<file path="src/rtl/multicycle_controller_pkg.sv">
// rtl/multicycle_controller_pkg.sv - shared types and encodings for the multicycle controller
// Purpose: state enum, opcode constants, ALU_control / ImmSrc codes and the
//          ImmSrc decode helper shared by the controller, its ALU decoder and
//          its interface.
// Ports:   none (package).
package multicycle_controller_pkg;

  typedef enum logic [3:0] {
    S_FETCH    = 4'd0,
    S_DECODE   = 4'd1,
    S_MEMADR   = 4'd2,
    S_MEMREAD  = 4'd3,
    S_MEMWB    = 4'd4,
    S_MEMWRITE = 4'd5,
    S_EXECUTER = 4'd6,
    S_EXECUTEI = 4'd7,
    S_ALUWB    = 4'd8,
    S_BEQ      = 4'd9,
    S_JAL      = 4'd10,
    S_ILLEGAL  = 4'd11
  } state_e;

  // Which kind of ALU operation the current state asks for.
  typedef enum logic [1:0] {
    ALUOP_ADD   = 2'd0,
    ALUOP_SUB   = 2'd1,
    ALUOP_FUNCT = 2'd2
  } alu_class_e;

  localparam logic [6:0] OP_LW  = 7'b0000011;
  localparam logic [6:0] OP_SW  = 7'b0100011;
  localparam logic [6:0] OP_R   = 7'b0110011;
  localparam logic [6:0] OP_I   = 7'b0010011;
  localparam logic [6:0] OP_BEQ = 7'b1100011;
  localparam logic [6:0] OP_JAL = 7'b1101111;

  localparam logic [2:0] ALU_ADD = 3'b000;
  localparam logic [2:0] ALU_SUB = 3'b001;
  localparam logic [2:0] ALU_AND = 3'b010;
  localparam logic [2:0] ALU_OR  = 3'b011;
  localparam logic [2:0] ALU_SLT = 3'b101;

  localparam logic [1:0] IMM_I = 2'b00;
  localparam logic [1:0] IMM_S = 2'b01;
  localparam logic [1:0] IMM_B = 2'b10;
  localparam logic [1:0] IMM_J = 2'b11;

  function automatic logic [1:0] imm_src(input logic [6:0] op);
    logic [1:0] r;
    case (op)
      OP_LW, OP_I: r = IMM_I;
      OP_SW:       r = IMM_S;
      OP_BEQ:      r = IMM_B;
      OP_JAL:      r = IMM_J;
      default:     r = IMM_I;
    endcase
    return r;
  endfunction

endpackage

</file>
<file path="src/rtl/multicycle_controller_if.sv">
// rtl/multicycle_controller_if.sv - controller <-> datapath signal bundle
// Purpose: groups the instruction fields, status inputs and control outputs.
// Ports:   master = controller side (drives controls, reads op/flags);
//          slave  = datapath side (drives op/flags, reads controls).
interface multicycle_controller_if;

  logic [6:0]  op;
  logic [2:0]  funct3;
  logic        funct7b5;
  logic        Zero_flag;
  logic        mem_ready;

  logic        PCWrite;
  logic        AdrSrc;
  logic        MemWrite;
  logic        IRWrite;
  logic        RegWrite;
  logic [1:0]  ResultSrc;
  logic [1:0]  ALUSrcA;
  logic [1:0]  ALUSrcB;
  logic [1:0]  ImmSrc;
  logic [2:0]  ALU_control;
  logic        illegal;
  logic [31:0] instret;

  modport master (
    input  op, funct3, funct7b5, Zero_flag, mem_ready,
    output PCWrite, AdrSrc, MemWrite, IRWrite, RegWrite, ResultSrc,
           ALUSrcA, ALUSrcB, ImmSrc, ALU_control, illegal, instret
  );

  modport slave (
    output op, funct3, funct7b5, Zero_flag, mem_ready,
    input  PCWrite, AdrSrc, MemWrite, IRWrite, RegWrite, ResultSrc,
           ALUSrcA, ALUSrcB, ImmSrc, ALU_control, illegal, instret
  );

endinterface

</file>
<file path="src/rtl/multicycle_controller_alu_decoder.sv">
// rtl/multicycle_controller_alu_decoder.sv - combinational ALU_control decode
// Purpose: maps the state's ALU class plus funct3/funct7b5/op[5] to ALU_control.
// Ports:   alu_class_i  - ADD, SUB or FUNCT (decode from funct fields)
//          funct3_i     - instr[14:12]
//          funct7b5_i   - instr[30]
//          op5_i        - op[5], 1 for R-type, 0 for I-type ALU ops
//          alu_control_o- ALU operation code
module alu_decoder
  import multicycle_controller_pkg::*;
(
  input  alu_class_e  alu_class_i,
  input  logic [2:0]  funct3_i,
  input  logic        funct7b5_i,
  input  logic        op5_i,
  output logic [2:0]  alu_control_o
);

  always_comb begin
    alu_control_o = ALU_ADD;
    case (alu_class_i)
      ALUOP_SUB: alu_control_o = ALU_SUB;
      ALUOP_FUNCT: begin
        case (funct3_i)
          // funct7b5 only selects sub for R-type; for addi it is immediate bits.
          3'b000:  alu_control_o = (op5_i && funct7b5_i) ? ALU_SUB : ALU_ADD;
          3'b010:  alu_control_o = ALU_SLT;
          3'b110:  alu_control_o = ALU_OR;
          3'b111:  alu_control_o = ALU_AND;
          default: alu_control_o = ALU_ADD;
        endcase
      end
      default: alu_control_o = ALU_ADD;
    endcase
  end

endmodule

</file>
<file path="src/rtl/multicycle_controller.sv">
// rtl/multicycle_controller.sv - multicycle RV32 subset control FSM with retire counter
// Purpose: sequences FETCH/DECODE/execute states for lw, sw, R, I, beq, jal,
//          drives datapath controls and counts retired instructions.
// Ports:   clk   - rising-edge clock
//          reset - synchronous active-high reset
//          bus   - master side of multicycle_controller_if (op/funct/flags in,
//                  datapath controls, illegal and instret out)
// Param:   MEM_HANDSHAKE - 1: memory states wait for mem_ready; 0: single cycle
module multicycle_controller
  import multicycle_controller_pkg::*;
#(
  parameter bit MEM_HANDSHAKE = 1'b1
) (
  input  logic                   clk,
  input  logic                   reset,
  multicycle_controller_if.master bus
);

  state_e      state_q, state_d;
  logic [31:0] instret_q, instret_d;

  logic        mem_done;
  logic        retire;

  logic        pc_write, adr_src, mem_write, ir_write, reg_write, illegal_st;
  logic [1:0]  result_src, alu_src_a, alu_src_b;
  alu_class_e  alu_class;
  logic [2:0]  alu_control;

  assign mem_done = MEM_HANDSHAKE ? bus.mem_ready : 1'b1;

  // State register and retire counter.
  always_ff @(posedge clk) begin
    if (reset) begin
      state_q   <= S_FETCH;
      instret_q <= '0;
    end else begin
      state_q   <= state_d;
      instret_q <= instret_d;
    end
  end

  // Next-state logic.
  always_comb begin
    state_d = state_q;
    case (state_q)
      S_FETCH:  state_d = S_DECODE;
      S_DECODE: begin
        case (bus.op)
          OP_LW, OP_SW: state_d = S_MEMADR;
          OP_R:         state_d = S_EXECUTER;
          OP_I:         state_d = S_EXECUTEI;
          OP_BEQ:       state_d = S_BEQ;
          OP_JAL:       state_d = S_JAL;
          default:      state_d = S_ILLEGAL;
        endcase
      end
      // Only lw/sw reach MEMADR and op is stable, so not-lw means sw.
      S_MEMADR:   state_d = (bus.op == OP_LW) ? S_MEMREAD : S_MEMWRITE;
      S_MEMREAD:  state_d = mem_done ? S_MEMWB : S_MEMREAD;
      S_MEMWB:    state_d = S_FETCH;
      S_MEMWRITE: state_d = mem_done ? S_FETCH : S_MEMWRITE;
      S_EXECUTER: state_d = S_ALUWB;
      S_EXECUTEI: state_d = S_ALUWB;
      S_ALUWB:    state_d = S_FETCH;
      S_BEQ:      state_d = S_FETCH;
      S_JAL:      state_d = S_ALUWB;
      S_ILLEGAL:  state_d = S_ILLEGAL;
      default:    state_d = S_FETCH;
    endcase
  end

  // JAL retires through ALUWB, so counting the exits to FETCH counts it once.
  assign retire = (state_d == S_FETCH) &&
                  (state_q == S_MEMWB || state_q == S_MEMWRITE ||
                   state_q == S_ALUWB || state_q == S_BEQ);
  assign instret_d = retire ? instret_q + 32'd1 : instret_q;

  // Output logic.
  always_comb begin
    pc_write   = 1'b0;
    adr_src    = 1'b0;
    mem_write  = 1'b0;
    ir_write   = 1'b0;
    reg_write  = 1'b0;
    illegal_st = 1'b0;
    result_src = 2'b00;
    alu_src_a  = 2'b00;
    alu_src_b  = 2'b00;
    alu_class  = ALUOP_ADD;
    case (state_q)
      S_FETCH: begin
        ir_write   = 1'b1;
        pc_write   = 1'b1;
        alu_src_b  = 2'b10;
        result_src = 2'b10;
      end
      S_DECODE: begin
        alu_src_a = 2'b01;
        alu_src_b = 2'b01;
      end
      S_MEMADR: begin
        alu_src_a = 2'b10;
        alu_src_b = 2'b01;
      end
      S_MEMREAD:  adr_src = 1'b1;
      S_MEMWB: begin
        result_src = 2'b01;
        reg_write  = 1'b1;
      end
      S_MEMWRITE: begin
        adr_src   = 1'b1;
        mem_write = 1'b1;
      end
      S_EXECUTER: begin
        alu_src_a = 2'b10;
        alu_class = ALUOP_FUNCT;
      end
      S_EXECUTEI: begin
        alu_src_a = 2'b10;
        alu_src_b = 2'b01;
        alu_class = ALUOP_FUNCT;
      end
      S_ALUWB:    reg_write = 1'b1;
      S_BEQ: begin
        alu_src_a = 2'b10;
        alu_class = ALUOP_SUB;
        pc_write  = bus.Zero_flag;
      end
      S_JAL: begin
        alu_src_a = 2'b01;
        alu_src_b = 2'b10;
        pc_write  = 1'b1;
      end
      S_ILLEGAL:  illegal_st = 1'b1;
      default: ;
    endcase
  end

  alu_decoder u_alu_decoder (
    .alu_class_i   (alu_class),
    .funct3_i      (bus.funct3),
    .funct7b5_i    (bus.funct7b5),
    .op5_i         (bus.op[5]),
    .alu_control_o (alu_control)
  );

  // Enables are masked during reset: the state register may still hold
  // FETCH or a memory state for the reset cycle itself.
  assign bus.PCWrite     = pc_write   & ~reset;
  assign bus.IRWrite     = ir_write   & ~reset;
  assign bus.MemWrite    = mem_write  & ~reset;
  assign bus.RegWrite    = reg_write  & ~reset;
  assign bus.illegal     = illegal_st & ~reset;
  assign bus.AdrSrc      = adr_src;
  assign bus.ResultSrc   = result_src;
  assign bus.ALUSrcA     = alu_src_a;
  assign bus.ALUSrcB     = alu_src_b;
  assign bus.ALU_control = alu_control;
  assign bus.ImmSrc      = imm_src(bus.op);
  assign bus.instret     = instret_q;

endmodule

</file>
<file path="src/flat_wrapper.sv">
// flat-port wrapper written by rule: the top's interface ports become plain ports
module multicycle_controller_flat import multicycle_controller_pkg::*;
#(
  parameter bit MEM_HANDSHAKE = 1'b1
)
  (clk, reset, bus_op, bus_funct3, bus_funct7b5, bus_Zero_flag, bus_mem_ready, bus_PCWrite, bus_AdrSrc, bus_MemWrite, bus_IRWrite, bus_RegWrite, bus_ResultSrc, bus_ALUSrcA, bus_ALUSrcB, bus_ImmSrc, bus_ALU_control, bus_illegal, bus_instret);
  multicycle_controller_if bus_i ();
  input  logic clk;
  input  logic reset;
  input wire logic [$bits(bus_i.op)-1:0] bus_op;
  input wire logic [$bits(bus_i.funct3)-1:0] bus_funct3;
  input wire logic [$bits(bus_i.funct7b5)-1:0] bus_funct7b5;
  input wire logic [$bits(bus_i.Zero_flag)-1:0] bus_Zero_flag;
  input wire logic [$bits(bus_i.mem_ready)-1:0] bus_mem_ready;
  output wire logic [$bits(bus_i.PCWrite)-1:0] bus_PCWrite;
  output wire logic [$bits(bus_i.AdrSrc)-1:0] bus_AdrSrc;
  output wire logic [$bits(bus_i.MemWrite)-1:0] bus_MemWrite;
  output wire logic [$bits(bus_i.IRWrite)-1:0] bus_IRWrite;
  output wire logic [$bits(bus_i.RegWrite)-1:0] bus_RegWrite;
  output wire logic [$bits(bus_i.ResultSrc)-1:0] bus_ResultSrc;
  output wire logic [$bits(bus_i.ALUSrcA)-1:0] bus_ALUSrcA;
  output wire logic [$bits(bus_i.ALUSrcB)-1:0] bus_ALUSrcB;
  output wire logic [$bits(bus_i.ImmSrc)-1:0] bus_ImmSrc;
  output wire logic [$bits(bus_i.ALU_control)-1:0] bus_ALU_control;
  output wire logic [$bits(bus_i.illegal)-1:0] bus_illegal;
  output wire logic [$bits(bus_i.instret)-1:0] bus_instret;
  assign bus_i.op = bus_op;
  assign bus_i.funct3 = bus_funct3;
  assign bus_i.funct7b5 = bus_funct7b5;
  assign bus_i.Zero_flag = bus_Zero_flag;
  assign bus_i.mem_ready = bus_mem_ready;
  assign bus_PCWrite = bus_i.PCWrite;
  assign bus_AdrSrc = bus_i.AdrSrc;
  assign bus_MemWrite = bus_i.MemWrite;
  assign bus_IRWrite = bus_i.IRWrite;
  assign bus_RegWrite = bus_i.RegWrite;
  assign bus_ResultSrc = bus_i.ResultSrc;
  assign bus_ALUSrcA = bus_i.ALUSrcA;
  assign bus_ALUSrcB = bus_i.ALUSrcB;
  assign bus_ImmSrc = bus_i.ImmSrc;
  assign bus_ALU_control = bus_i.ALU_control;
  assign bus_illegal = bus_i.illegal;
  assign bus_instret = bus_i.instret;
  multicycle_controller #(.MEM_HANDSHAKE(MEM_HANDSHAKE)) u_core (.clk(clk), .reset(reset), .bus(bus_i));
endmodule
</file>
<file path="config.mk">
export PLATFORM = sky130hd
export DESIGN_NAME = multicycle_controller_flat
export DESIGN_NICKNAME = d
export VERILOG_FILES = /design/src/rtl/multicycle_controller_pkg.sv /design/src/rtl/multicycle_controller_if.sv /design/src/rtl/multicycle_controller_alu_decoder.sv /design/src/rtl/multicycle_controller.sv /design/src/flat_wrapper.sv
export SDC_FILE = /design/constraint.sdc
export NUM_CORES = 1
export LEC_CHECK = 0
export ABC_AREA = 0
export CORE_UTILIZATION = 40
export DETAILED_ROUTE_END_ITERATION = 16
export PLACE_DENSITY = 0.7
export SYNTH_ARGS = -nofsm -noshare
export SYNTH_HDL_FRONTEND = slang
export SYNTH_SLANG_ARGS = --single-unit
</file>
<file path="constraint.sdc">
create_clock -name clk -period 4.2 [get_ports clk]
set_input_delay 1.05 -clock clk [delete_from_list [all_inputs] [get_ports clk]]
set_output_delay 1.05 -clock clk [all_outputs]
set_load 0.02 [all_outputs]
</file>
==> results.yml, run 1 <==
status:
  status: "complete, no violations"
placement:
  port_buffers: 63
  place_ws_ps: 247
  place.gp.congestion: 0.766
  hpwl_um: 3820
  dp_cells: 402
layout:
  multi_input_area_sq_um: 1280
  drive_gt1_share_pct: 5.60
  fin_util_pct: 56.9
  fillers: 500
  n_antenna_cell: 0
  syn2layout_area_growth_pct: 37.0
  finalNonFillerCells: 409
  fin_nets: 357
  final_common_cell: "clkdlybuf4s50_1"
  mostFrequentLayoutCells: "clkdlybuf4s50_1, dfxtp_1, a21oi_1, nor2_1, nand2_1"
  seqCellArea_sq_um: 721
setup_path:
  path_max_fanout: 5
  setup.worst_path.end_class: "primary output"
  cpMaxStageDelayCell: "clkdlybuf4s50_1"
  reg2reg_slack_ps: 1600
  startpoint_type: "primary input"
  cp_common_cell: "clkdlybuf4s50_1"
  crit_type: "in -> out"
  crit_arrival_ps: 2910
  required_ps: 3150
  cp_num_buf_inv: 2
  worstPathCellList: "clkdlybuf4s50_1 > or3_1 > a2111oi_0 > clkdlybuf4s50_1"
  cpLargestDelayFamily: "buffers and inverters"
  max_stage_delay_ps: 680
power_and_ir_drop:
  peakVddDrop_mv: 0.224
  power_uw: 921
  p_per_area_nw_per_um2: 319
  p_leak_uw: 0.000918
clock_network:
  cts.clk_slew.worst_paths_ps: 70
  root_buffer: "clkbuf_8"
  cts.sinks: 36
  cts_made_buffers: 5
  clockBufferDepth: 2
  cts_max_level: 2
  clock_latency_ps: 290
  post-cts-setup-buffer-count: 0
  cts.hold.buffers_added: 0
  tritoncts: "yes"
  cts_resized: 0
routing:
  drtIter0Drc: 100
  vias: 2256
  ant_nets: 0
  totalWireLength_um: 5360
  viasPerCell: 5.52
  first_pass_iters: 4
  drt-wirelength-per-cell_um: 13.1
  drc: 0
logic_synthesis:
  synth_cells: 275
  synth_edf_count: 0
  yosysSeqAreaShare_pct: 34.2
  synth-async-reset-ratio_pct: 0
  avgSynthCellArea_sq_um: 7.66
  synth_ff_type: "dfxtp_1"
  synth-seq-cells: 36
  synth_cell_type_count: 45
  synth_warnings: 0
  syn-num-nets: 293
  mappedNetlistArea_sq_um: 2110
sta:
  finalHoldViolations: 0
  final-max-slew-violation-count: 0
  period_share_pct: 94.3
  rsz0062_at_grt: "no"
  worst_slew_pin_slew_ps: 718
  fin_ws_ps: 238
  fin_worst_skew_ps: 8.68
  setup_viol: 0
  fin_crit_ps: 3960
  slew_headroom_pct: 51.7
  fmax_mhz: 252
  setup_tns_ps: 0
die:
  fp.dieW_um: 74.6
  die_h_um: 74.6
  dieArea_sq_um: 5560
  num_rows: 26
  pin_count: 64
  core_sq_um: 5070
  floorplan.initialDensity_pct: 41.5
global_routing:
  grt.busiest_layer: "met2"
  grt_antenna_before_repair: 0
  met3_usage_pct: 5.01
  grt_max_degree: 26
  grt_remaining_overflow: 0
  use_met2_pct: 34.3
  met1_usage_pct: 27.7
  grt_first_pass_wirelength_um: 9110
  first_global_vias: 2042
  track_usage_pct: 20.8
flow_run:
  cap_violations: 0
worst_hold_path:
  hold_class: "reg -> reg"
[cell families after synthesis]
logic type	count (synthesis)	share of synthesized area, %
XOR/XNOR	13	5.40
buffers and inverters	24	5.23
adder cells (fa/ha/maj)	3	1.78
AO/OA/AOI/OAI	64	17.8
flip-flops	36	34.2
multiplexers	1	0.475
AND/OR/NAND/NOR	134	35.1
[cell usage after synthesis, types with 2 or more instances]
cell	number	area, sq um
nor4_1	7	43.8
a31oi_1	4	25.0
nor3_1	11	55.1
a21oi_1	27	135
inv_1	11	41.3
xor2_1	5	43.8
o21ai_0	14	70.1
a21o_1	3	22.5
or3_2	2	15.0
buf_2	3	15.0
nor2_1	24	90.1
and3_1	4	25.0
buf_1	2	7.51
nand3_1	17	85.1
nand2_1	19	71.3
nor4b_1	2	17.5
nand2b_1	4	25.0
and2_1	2	12.5
dfxtp_1	36	721
ha_1	3	37.5
nand4b_1	3	26.3
xnor2_1	8	70.1
nand4_1	6	37.5
clkbuf_1	6	22.5
or4_1	8	60.1
or3_1	14	87.6
o31ai_1	8	60.1
nor2b_1	3	18.8
nor3b_1	3	22.5
[tightest hold or removal path: stages (launching register included)]
cell and delay [ps]:
dfxtp_1 320, o21ai_0 70, a21oi_1 60
[per-layer routing]
layer	part of all wire, %	wire length, um
met5	0	0
met4	0.78	42
met3	5.3	286
met2	47	2520
met1	47	2520
[cell type report]
cell class | instances | share of cell area, %
clock inverter | 1 | 0.173
timing repair buffer | 70 | 23.7
tap | 70 | 3.03
inverter | 11 | 1.43
multi-input combinational | 215 | 44.2
clock buffer | 6 | 2.51
sequential | 36 | 25.0
[registers in the layout, indices dropped and copies added, names as in the netlist]
name	count
u_core.state_q	4
u_core.bus.instret	32
[worst paths after layout]
| check | start | end | cells past startpoint |
|---|---|---|---|
| min | u_core.bus.instret[31]$_SDFFE_PP0P_ | u_core.bus.instret[31]$_SDFFE_PP0P_ | 2 |
| min reg2reg | u_core.bus.instret[31]$_SDFFE_PP0P_ | u_core.bus.instret[31]$_SDFFE_PP0P_ | 2 |
| max reg2reg | u_core.state_q[2]$_SDFF_PP0_ | u_core.bus.instret[12]$_SDFFE_PP0P_ | 6 |
| max | bus_op[6] | bus_ImmSrc[0] | 4 |
[stage by stage]
stage / hold slack, ps / cell area (sq um)
after CTS: 503 / 2890
after global placement: 473 / 2810
after floorplan: 558 / 2110
final: 495 / 2890
after global routing: 543 / 2890
after detailed placement: 493 / 2810
[power by group]
group / switching, uW / total, uW / internal, uW
Clock: 118 / 231 / 113
Sequential: 28.8 / 383 / 355
Combinational: 165 / 306 / 141
Total: 312 / 921 / 608
Note: power is estimated with default switching activity, not from simulation.
==> inputs of run 2 (changes only) <==
- CTS_CLUSTER_SIZE: unset -> 8
==> results of run 2 <==
Same layout as run 1: the final DEF is identical, and so are final timing and power.
==> inputs of run 3 (changes only) <==
- clock period: 4.2 -> 4.03 ns (I/O delays scaled with it)
==> run 3 against run 2 <==
Utilization grew 0.67 points; highest routed layer unchanged; via count rose by 0.27%; critical path type unchanged; critical endpoint unchanged; worst hold slack lost 2.6 ps; sequential share of layout area fell by 0.29 points; largest power group unchanged; worst setup slack got worse by 99 ps; largest cell class unchanged; critical path depth did not move; clock skew down 4.7 ps.
==> results.yml, run 3 (synthesis gave the netlist of run 1 again) <==
layout:
  syn2layout_area_growth_pct: 38.6
  largest_register_ffs: 32
  finalInstanceArea_sq_um: 2920
  finalNonFillerCells: 410
  fin_nets: 357
  drive_gt1_share_pct: 6.18
  fillers: 500
  multi_input_area_sq_um: 1280
  final_common_cell: "clkdlybuf4s50_1"
  seqCellArea_sq_um: 721
  mostFrequentLayoutCells: "clkdlybuf4s50_1, dfxtp_1, a21oi_1, nor2_1, nand2_1"
  n_antenna_cell: 0
power_and_ir_drop:
  p_leak_uw: 0.000931
  p_per_area_nw_per_um2: 354
  swShare_pct: 32.4
  seq_power_share_pct: 38.7
  intPower_uw: 699
  power_frac_comb_pct: 30.7
  power_uw: 1030
  clkPwrFrac_pct: 30.6
  peakVddDrop_mv: 0.248
  switchingPower_uw: 336
setup_path:
  crit_type: "in -> out"
  worstReg2RegStart: "u_core.state_q[2]$_SDFF_PP0_"
  path_max_fanout: 5
  critPathLaunch: "bus_op[6]"
  reg2reg_slack_ps: 1370
  ff2ff_path_depth: 7
  reg2reg_to: "u_core.bus.instret[12]$_SDFFE_PP0P_"
  startpoint_type: "primary input"
  setup.worst_path.end_class: "primary output"
  endpoint: "bus_ImmSrc[0]"
  required_ps: 3020
  crit_arrival_ps: 2880
global_routing:
  grt_antenna_before_repair: 0
  first_global_vias: 1952
  track_usage_pct: 19.7
  grt_first_pass_wirelength_um: 8490
  grt_remaining_overflow: 0
  grt_max_degree: 26
sta:
  fin_worst_skew_ps: 3.97
  period_share_pct: 96.5
  fmax_mhz: 257
  rsz0062_at_grt: "no"
  fin_crit_ps: 3890
  slew_headroom_pct: 53.9
  worst_hold_slack_ps: 492
  setup_viol: 0
  worst_slew_pin_slew_ps: 686
  setup_tns_ps: 0
  final-max-slew-violation-count: 0
  finalHoldViolations: 0
clock_network:
  clockBufferDepth: 2
  tritoncts: "yes"
  cts_max_level: 2
  cts.clk_slew.worst_paths_ps: 70
  root_buffer: "clkbuf_8"
  cts.sinks: 36
  cts_made_buffers: 5
  post-cts-setup-buffer-count: 0
  clock_latency_ps: 290
  cts_resized: 0
  cts.hold.buffers_added: 0
flow_run:
  cap_violations: 0
routing:
  totalWireLength_um: 5260
  vias: 2262
  drt-wirelength-per-cell_um: 12.8
  viasPerCell: 5.52
  drc: 0
  ant_nets: 0
  drtIter0Drc: 101
  first_pass_iters: 4
die:
  core_sq_um: 5070
  num_rows: 26
  fp.dieW_um: 74.6
  die_h_um: 74.6
  pin_count: 64
  dieArea_sq_um: 5560
  floorplan.initialDensity_pct: 41.5
status:
  status: "complete, no violations"
placement:
  hpwl_um: 3700
  dp_cells: 402
  place.gp.congestion: 0.771
  port_buffers: 63
  placed_cell_area_sq_um: 2810
worst_hold_path:
  hold_class: "reg -> reg"
## run 3: critical path, stage by stage
cell             delay (ps)
clkdlybuf4s50_1         470
or3_1                   360
a2111oi_0               370
clkdlybuf4s50_1         670
## run 3: area by class of cell
type                            instances  share of cell area (%)
Sequential cell                        36                    24.7
Clock buffer                            5                    2.36
Clock inverter                          3                    1.46
Tap cell                               70                    3.00
Timing Repair Buffer                   70                    23.4
Multi-Input combinational cell        215                    43.7
Inverter                               11                    1.41
## run 3: worst min path at each step
stage	from	endpoint	cells past startpoint	slack (ps)
6_report	u_core.bus.instret[31]$_SDFFE_PP0P_	u_core.bus.instret[31]$_SDFFE_PP0P_	2	490
5_1_grt	u_core.bus.instret[31]$_SDFFE_PP0P_	u_core.bus.instret[31]$_SDFFE_PP0P_	2	520
4_1_cts	u_core.bus.instret[31]$_SDFFE_PP0P_	u_core.bus.instret[31]$_SDFFE_PP0P_	2	500
3_3_place_gp	u_core.bus.instret[31]$_SDFFE_PP0P_	u_core.bus.instret[31]$_SDFFE_PP0P_	2	470
3_5_place_dp	u_core.bus.instret[21]$_SDFFE_PP0P_	u_core.bus.instret[21]$_SDFFE_PP0P_	2	490
2_1_floorplan	u_core.bus.instret[31]$_SDFFE_PP0P_	u_core.bus.instret[31]$_SDFFE_PP0P_	2	560
## run 3: stage by stage
stage,util [%],worst slack (ps)
finish,57.5,139
global route,57.5,22.0
floorplan,-,522
global placement,55.4,138
CTS,57.5,113
detailed placement,55.4,142
## run 3: routing by layer
| metal | track usage (%) | up-vias | share of wire, % |
|---|---|---|---|
| li1 | - | 1136 | - |
| met1 | 24.2 | 1049 | 46 |
| met2 | 32.7 | 69 | 46 |
| met3 | 6.37 | 8 | 7.0 |
| met4 | 6.50 | 0 | 1.4 |
| met5 | 0 | - | 0 |
## run 3: power by group through the flow
stage,clock network (uW),registers [uW],logic [uW]
floorplan,0,396,200
global placement,0,407,316
CTS,325,401,319
detailed placement,0,409,316
finish,316,401,318
global route,338,403,347
